File: src/rtl/bitwise_pkg.sv
// bitwise_pkg: shared constants and helpers for the bitwise comparator slice.
//   DefaultWidth : default operand width
//   calc_dw()    : width needed to hold a popcount of 0..w
package bitwise_pkg;

  localparam int unsigned DefaultWidth = 2;

  function automatic int unsigned calc_dw(input int unsigned w);
    return $clog2(w + 1);
  endfunction

endpackage

File: src/rtl/bitwise_if.sv
// bitwise_if: operand/result bundle for the bitwise comparator.
//   x, y      : operands (driven by master)
//   z, gt, lt : equality / magnitude flags
//   and_o, or_o, xor_o : bitwise results
//   hdist     : Hamming distance of x and y
//   out_valid : results reflect sampled operands
// master = operand source / result consumer, slave = the comparator.
interface bitwise_if
  import bitwise_pkg::*;
#(
  parameter int unsigned WIDTH = DefaultWidth
);

  localparam int unsigned DW = calc_dw(WIDTH);

  logic [WIDTH-1:0] x;
  logic [WIDTH-1:0] y;
  logic             z;
  logic             gt;
  logic             lt;
  logic [WIDTH-1:0] and_o;
  logic [WIDTH-1:0] or_o;
  logic [WIDTH-1:0] xor_o;
  logic [DW-1:0]    hdist;
  logic             out_valid;

  modport master (
    output x, y,
    input  z, gt, lt, and_o, or_o, xor_o, hdist, out_valid
  );

  modport slave (
    input  x, y,
    output z, gt, lt, and_o, or_o, xor_o, hdist, out_valid
  );

endinterface

File: src/rtl/bitwise_popcount.sv
// bitwise_popcount: combinational population count.
//   data  : WIDTH-bit input vector
//   count : number of set bits in data (DW bits, always fits 0..WIDTH)
module bitwise_popcount
  import bitwise_pkg::*;
#(
  parameter int unsigned WIDTH = DefaultWidth,
  localparam int unsigned DW = calc_dw(WIDTH)
) (
  input  logic [WIDTH-1:0] data,
  output logic [DW-1:0]    count
);

  always_comb begin
    count = '0;
    for (int unsigned i = 0; i < WIDTH; i++) begin
      count = count + DW'(data[i]);
    end
  end

endmodule

File: src/rtl/bitwise.sv
// bitwise: registered two-operand comparator / bitwise-logic unit.
//   clk   : rising-edge clock
//   rst_n : synchronous active-low reset
//   bus   : bitwise_if slave port (x, y in; z, gt, lt, and_o, or_o, xor_o,
//           hdist, out_valid out)
// All results are sampled every cycle with one cycle of latency and driven
// straight from flops.
module bitwise
  import bitwise_pkg::*;
#(
  parameter int unsigned WIDTH = DefaultWidth,
  localparam int unsigned DW = calc_dw(WIDTH)
) (
  input  logic     clk,
  input  logic     rst_n,
  bitwise_if.slave bus
);

  logic [WIDTH-1:0] xor_d;
  logic [DW-1:0]    hdist_d;

  logic             z_q;
  logic             gt_q;
  logic             lt_q;
  logic [WIDTH-1:0] and_q;
  logic [WIDTH-1:0] or_q;
  logic [WIDTH-1:0] xor_q;
  logic [DW-1:0]    hdist_q;
  logic             valid_q;

  assign xor_d = bus.x ^ bus.y;

  bitwise_popcount #(
    .WIDTH (WIDTH)
  ) u_popcount (
    .data  (xor_d),
    .count (hdist_d)
  );

  always_ff @(posedge clk) begin
    if (!rst_n) begin
      z_q     <= 1'b0;
      gt_q    <= 1'b0;
      lt_q    <= 1'b0;
      and_q   <= '0;
      or_q    <= '0;
      xor_q   <= '0;
      hdist_q <= '0;
      valid_q <= 1'b0;
    end else begin
      z_q     <= (bus.x == bus.y);
      gt_q    <= (bus.x > bus.y);
      lt_q    <= (bus.x < bus.y);
      and_q   <= bus.x & bus.y;
      or_q    <= bus.x | bus.y;
      xor_q   <= xor_d;
      hdist_q <= hdist_d;
      valid_q <= 1'b1;
    end
  end

  assign bus.z         = z_q;
  assign bus.gt        = gt_q;
  assign bus.lt        = lt_q;
  assign bus.and_o     = and_q;
  assign bus.or_o      = or_q;
  assign bus.xor_o     = xor_q;
  assign bus.hdist     = hdist_q;
  assign bus.out_valid = valid_q;

endmodule

File: src/flat_wrapper.sv
// flat-port wrapper written by rule: the top's interface ports become plain ports
module bitwise_flat import bitwise_pkg::*;
#(
  parameter int unsigned WIDTH = DefaultWidth,
  localparam int unsigned DW = calc_dw(WIDTH)
)
  (clk, rst_n, bus_x, bus_y, bus_z, bus_gt, bus_lt, bus_and_o, bus_or_o, bus_xor_o, bus_hdist, bus_out_valid);
  bitwise_if #(.WIDTH(WIDTH)) bus_i ();
  input  logic clk;
  input  logic rst_n;
  input wire logic [$bits(bus_i.x)-1:0] bus_x;
  input wire logic [$bits(bus_i.y)-1:0] bus_y;
  output wire logic [$bits(bus_i.z)-1:0] bus_z;
  output wire logic [$bits(bus_i.gt)-1:0] bus_gt;
  output wire logic [$bits(bus_i.lt)-1:0] bus_lt;
  output wire logic [$bits(bus_i.and_o)-1:0] bus_and_o;
  output wire logic [$bits(bus_i.or_o)-1:0] bus_or_o;
  output wire logic [$bits(bus_i.xor_o)-1:0] bus_xor_o;
  output wire logic [$bits(bus_i.hdist)-1:0] bus_hdist;
  output wire logic [$bits(bus_i.out_valid)-1:0] bus_out_valid;
  assign bus_i.x = bus_x;
  assign bus_i.y = bus_y;
  assign bus_z = bus_i.z;
  assign bus_gt = bus_i.gt;
  assign bus_lt = bus_i.lt;
  assign bus_and_o = bus_i.and_o;
  assign bus_or_o = bus_i.or_o;
  assign bus_xor_o = bus_i.xor_o;
  assign bus_hdist = bus_i.hdist;
  assign bus_out_valid = bus_i.out_valid;
  bitwise #(.WIDTH(WIDTH)) u_core (.clk(clk), .rst_n(rst_n), .bus(bus_i));
endmodule
File: config.mk
export PLATFORM = sky130hd
export DESIGN_NAME = bitwise_flat
export DESIGN_NICKNAME = d
export VERILOG_FILES = /design/src/rtl/bitwise_pkg.sv /design/src/rtl/bitwise_if.sv /design/src/rtl/bitwise_popcount.sv /design/src/rtl/bitwise.sv /design/src/flat_wrapper.sv
export SDC_FILE = /design/constraint.sdc
export NUM_CORES = 1
export LEC_CHECK = 0
export ABC_AREA = 1
export CAP_MARGIN = 20
export CORE_AREA = 5 5 54 47
export DETAILED_ROUTE_END_ITERATION = 16
export DIE_AREA = 0 0 59 52
export SYNTH_ARGS = -nofsm -noshare
export SYNTH_HDL_FRONTEND = slang
export SYNTH_HIERARCHICAL = 1
export SYNTH_SLANG_ARGS = --single-unit
File: constraint.sdc
create_clock -name clk -period 1.8 [get_ports clk]
set_input_delay 0.27 -clock clk [delete_from_list [all_inputs] [get_ports clk]]
set_output_delay 0.27 -clock clk [all_outputs]
set_load 0.05 [all_outputs]
Yosys cells after proc, flatten, opt, wreduce, memory -nomap -nowiden
Index checks and enable logic that the tools add are counted.
Widths: inputs -> output; s select.

storage, ports and cells
  register bits after elaboration = 12
  input port bits = 6
  output and inout port bits = 12

cells by class
  muxes and demuxes = 1
  $add $sub $neg = 1
  $lt $le $gt $ge = 2
  eq/ne operators = 1
  bitwise operators = 3

operator list
  cell         number
  $add 1x1->2  1
  $and 2x2->2  1
  $eq 2x2->1   1
  $gt 2x2->1   1
  $lt 2x2->1   1
  $or 2x2->2   1
  $xor 2x2->2  1
  $mux 1       1

Logic depth before layout (Yosys ltp)
Gate-level depths: netlist of run 1.

  depth after elaboration = 2
  gate-level depth with buffers = 5
  mapped depth without buffers = 5

Cells and area by module
Netlist of run 1, hierarchy kept.

modules (own cells, without submodules)
  module            instances  area each (um^2)  cells an instance
  bitwise           1          439.2             44
  bitwise_popcount  1          12.5              1

Least setup slack after synthesis of run 1
OpenSTA, ideal clock, no wires.

  kind = input to register
  from = input port bus_x[0]
  to = register u_core.hdist_q[0], in the netlist u_core/bus.hdist[0]
  buffers on the path = 0
  slack = 0.675 ns
  stages = 5
  arrival = 1.017 ns
  data required time = 1.691 ns
  cells stage by stage = inv_1 -> ha_1 -> ha_1 -> nand2_1 -> inv_1

between the ends
  longest elaborated chain between the ends = 2

RTL lines
  element                RTL line                text
  from (decl)            flat_wrapper.sv:11      input wire logic [$bits(bus_i.x)-1:0] bus_x;
  $xor 2x2->2            bitwise.sv:31           assign xor_d = bus.x ^ bus.y;
  via u_core.xor_d[0]    bitwise.sv:19           logic [WIDTH-1:0] xor_d;
  $add 1x1->2            bitwise_popcount.sv:17  count = count + DW'(data[i]);
  via u_core.hdist_d[0]  bitwise.sv:20           logic [DW-1:0] hdist_d;
  to (signal assigned)   bitwise.sv:57           hdist_q <= hdist_d;
  to (decl)              bitwise.sv:28           logic [DW-1:0] hdist_q;

The timed path passes the listed nets, and every way through them passes these cells.
A chain may end at the register's enable or synchronous reset.

Worst setup path after layout of run 1
  from = register u_core.hdist_q[0], in the netlist u_core/bus.hdist[0]
  to = output port bus_hdist[0]

RTL lines
  element    RTL line            text
  to (decl)  flat_wrapper.sv:19  output wire logic [$bits(bus_i.hdist)-1:0] bus_hdist;

No word-level cell between the ends.

==> key figures, run 1 <==
Hold path
  – Hold_sp: bus_y[1]
  – Hold-critical path depth: 4
  – Hold Path Class: input port to flip-flop
  – WHS Endpoint: u_core/bus.or_o[1]

Setup path
  – Worst Path Max Fanout: 1
  – Worst EP arrival: 1.37 ns
  – WP data required: 1.53 ns
  – Slowest CP cell: clkdlybuf4s50_1
  – Kind of cell adding the most delay to the critical path: buffers and inverters
  – Worst Setup Path Type: flip-flop to output pin
  – Crit. End Element: output pin
  – CP Launch Point: u_core/bus.hdist[0]
  – Buf/Inv on CP: 1
  – Maximum cell stage delay along the critical path: 0.79 ns
  – Worst path cell trace: clkdlybuf4s50_1
  – Worst Setup Start Kind: flip-flop

Timing
  – Achievable clock frequency: 0.611 GHz
  – Slew Viols, Final: 0
  – Final worst path period share: 0.910
  – Final min period: 1.64 ns
  – Hold_ws: 0.727 ns
  – Final hold viol count: 0
  – RSZ-0062 raised after global routing: false
  – Max_slew headroom: 0.666
  – Final setup violation count: 0
  – Setup TNS: 0 ns
  – Worst Max-Slew Pin Slew: 0.499 ns

Yosys
  – Largest area contributor in the netlist: dfxtp_1
  – Syn_area_per_cell: about 10 µm²
  – Sequential fraction of the synthesis area: 0.532
  – Post-synth cell types: 10
  – Syn. warnings: 6
  – Post-Synthesis Cells: 45
  – Post-Syn Area: 452 µm²
  – Synthesized flop and latch total: 12
  – Syn Nets: 58
  – Top cell type's share of synthesized area: 0.532
  – Top cells by area, synth: dfxtp_1 53%, ha_1 19%, inv_1 8.3%

Layout
  – Fill cells: 227
  – Footprint of the multi-input gates: 156 µm²
  – Ant. Diodes: 0
  – Area Overhead vs Synth: 51.8%
  – Register area: about 240 µm²
  – Layout cells sized above 1: 0.136
  – Post-route cell area: 686 µm²
  – Nets: 80

Clock tree
  – Longest Clk Path Bufs: 2
  – CTS root buf: clkbuf_4
  – CTS tree: done
  – H-Tree Level Count: 1
  – Clock sink total: 12
  – Clock Pin Slew Worst Setup and Hold Paths: about 0.070 ns
  – Postcts setup bufs: 0
  – CTS Hold Buffers Added: 0
  – Total CTS buffers: 3
  – PostCTS Resize Cnt: 0

Global route
  – GR Overflow Total: 0
  – Global-route wire length before repair: roughly 1100 µm
  – Largest net degree at the start of global routing: 10
  – Initial antenna violation count: 0
  – Global Route Usage Sum: 0.0518
  – Vias in the first global route: between 200 and 300

Routing
  – DRC errors left: 0
  – Avg WL per Cell: around 7.7 µm
  – Iteration-0 DRC Markers: 0
  – Mean number of vias per cell: 3.37
  – ANT nets after route: 0
  – Final WL: about 700 µm
  – Routed vias: roughly 310
  – Pre-Repair DR Iteration Count: 1

Die
  – Die Span Y: 52 µm
  – Initial Utilization: 0.227
  – Rows: 15
  – CORE AREA: roughly 2000 µm²
  – Die X: about 59 µm
  – Die Area: 3070 µm²
  – I/O Pins: 18

Job
  – Max-Cap Viols: 0

Pwr
  – Pwr dens: 953 nW/µm²
  – Leakage: 0.000346 µW
  – Peak supply drop: about 0.00030 V
  – Total power: 653 µW

Placed design
  – Hpwl dp: roughly 600 µm
  – Port bufs: 17
  – Placed Area: roughly 650 µm²
  – Global placement routability congestion: about 0.7

Status
  – Run status: complete, no violations
[report_power, final]
part	total [µW]	switching, µW	internal [µW]
clock	201	78.2	123
combinational	163	105	59.0
sequential	289	4.00	285
[synth_stat cells, drive strengths merged]
cell type,instances
ha,7
dfxtp,12
inv,11
o21ai,1
nand2,6
nor3,2
nor2,5
buf,1
[kinds of logic (layout without fill, tap and decap cells)]
logic type      Yosys count  after routing  share of synthesized area
fa+ha+maj                 7              7                      0.194
compound gates            1              1                     0.0111
buf+inv                  12             33                      0.122
simple gates             13             13                      0.141
flops                    12             12                      0.532
[metrics by stage]
stage	util	setup WS [ns]	std cells
2_1_floorplan	-	0.675	45
3_3_place_gp	0.326	0.130	87
3_5_place_dp	0.326	0.102	87
4_1_cts	0.345	0.139	91
5_1_grt	0.345	0.0896	91
6_report	0.345	0.163	91
[worst min-delay path, cell delays in order]
cell,delay (ns)
clkdlybuf4s50_1,0.42
inv_1,0.08
ha_1,0.14
nor2_1,0.04
[sequential cells by signal, indices dropped and copies added, names as in the netlist]
name / count
u_core/bus.and_o: 2
u_core/bus.or_o: 2
u_core/bus.gt: 1
u_core/bus.out_valid: 1
u_core/bus.lt: 1
u_core/bus.hdist: 2
u_core/bus.xor_o: 2
u_core/bus.z: 1
[how the worst max path moves through the flow]
stage	cells past startpoint	slack (ns)	endpoint
after floorplan	5	0.67	u_core/bus.hdist[0]
after global placement	6	0.13	u_core/bus.hdist[0]
after detailed placement	6	0.10	u_core/bus.hdist[0]
after CTS	1	0.14	bus_hdist[0]
after global routing	1	0.09	bus_or_o[0]
final	1	0.16	bus_hdist[0]
[cells in the final DEF, fill, tap and decap left out]
cell and instances:
nand2_1 6, clkdlybuf4s50_1 17, ha_1 7, nor2_1 4, inv_1 10, clkbuf_4 3
o21ai_1 1, inv_4 1, buf_4 1, dfxtp_1 12, nor2_2 1, nor3_2 2
clkbuf_8 1
[area by class of cell]
cell class | count | share of cell area
multi-input combinational | 21 | 0.228
sequential | 12 | 0.350
tap | 25 | 0.0456
clock buffer | 4 | 0.0529
timing repair buffer | 18 | 0.259
inverter | 11 | 0.0639
[routing by layer]
metal / global-route usage / up-vias / routed length (µm)
li1: - / 173 / -
met1: 0.0581 / 120 / 334
met2: 0.0662 / 12 / 288
met3: 0.0174 / 2 / 57
met4: 0.0679 / 0 / 17
met5: 0 / - / 0
(Power assumes the default switching activity.)
==> run 2: changes to the inputs <==
--- a/config.mk
+++ b/config.mk
@@ -8,8 +8,10 @@
 export ABC_AREA = 1
 export CAP_MARGIN = 20
 export CORE_AREA = 5 5 54 47
+export CTS_CLUSTER_SIZE = 20
 export DETAILED_ROUTE_END_ITERATION = 16
 export DIE_AREA = 0 0 59 52
+export HOLD_SLACK_MARGIN = 0.05
 export SYNTH_ARGS = -nofsm -noshare
 export SYNTH_HDL_FRONTEND = slang
 export SYNTH_HIERARCHICAL = 1
==> results of run 2 <==
Same layout as run 1: the final DEF is identical, and so are final timing and power.
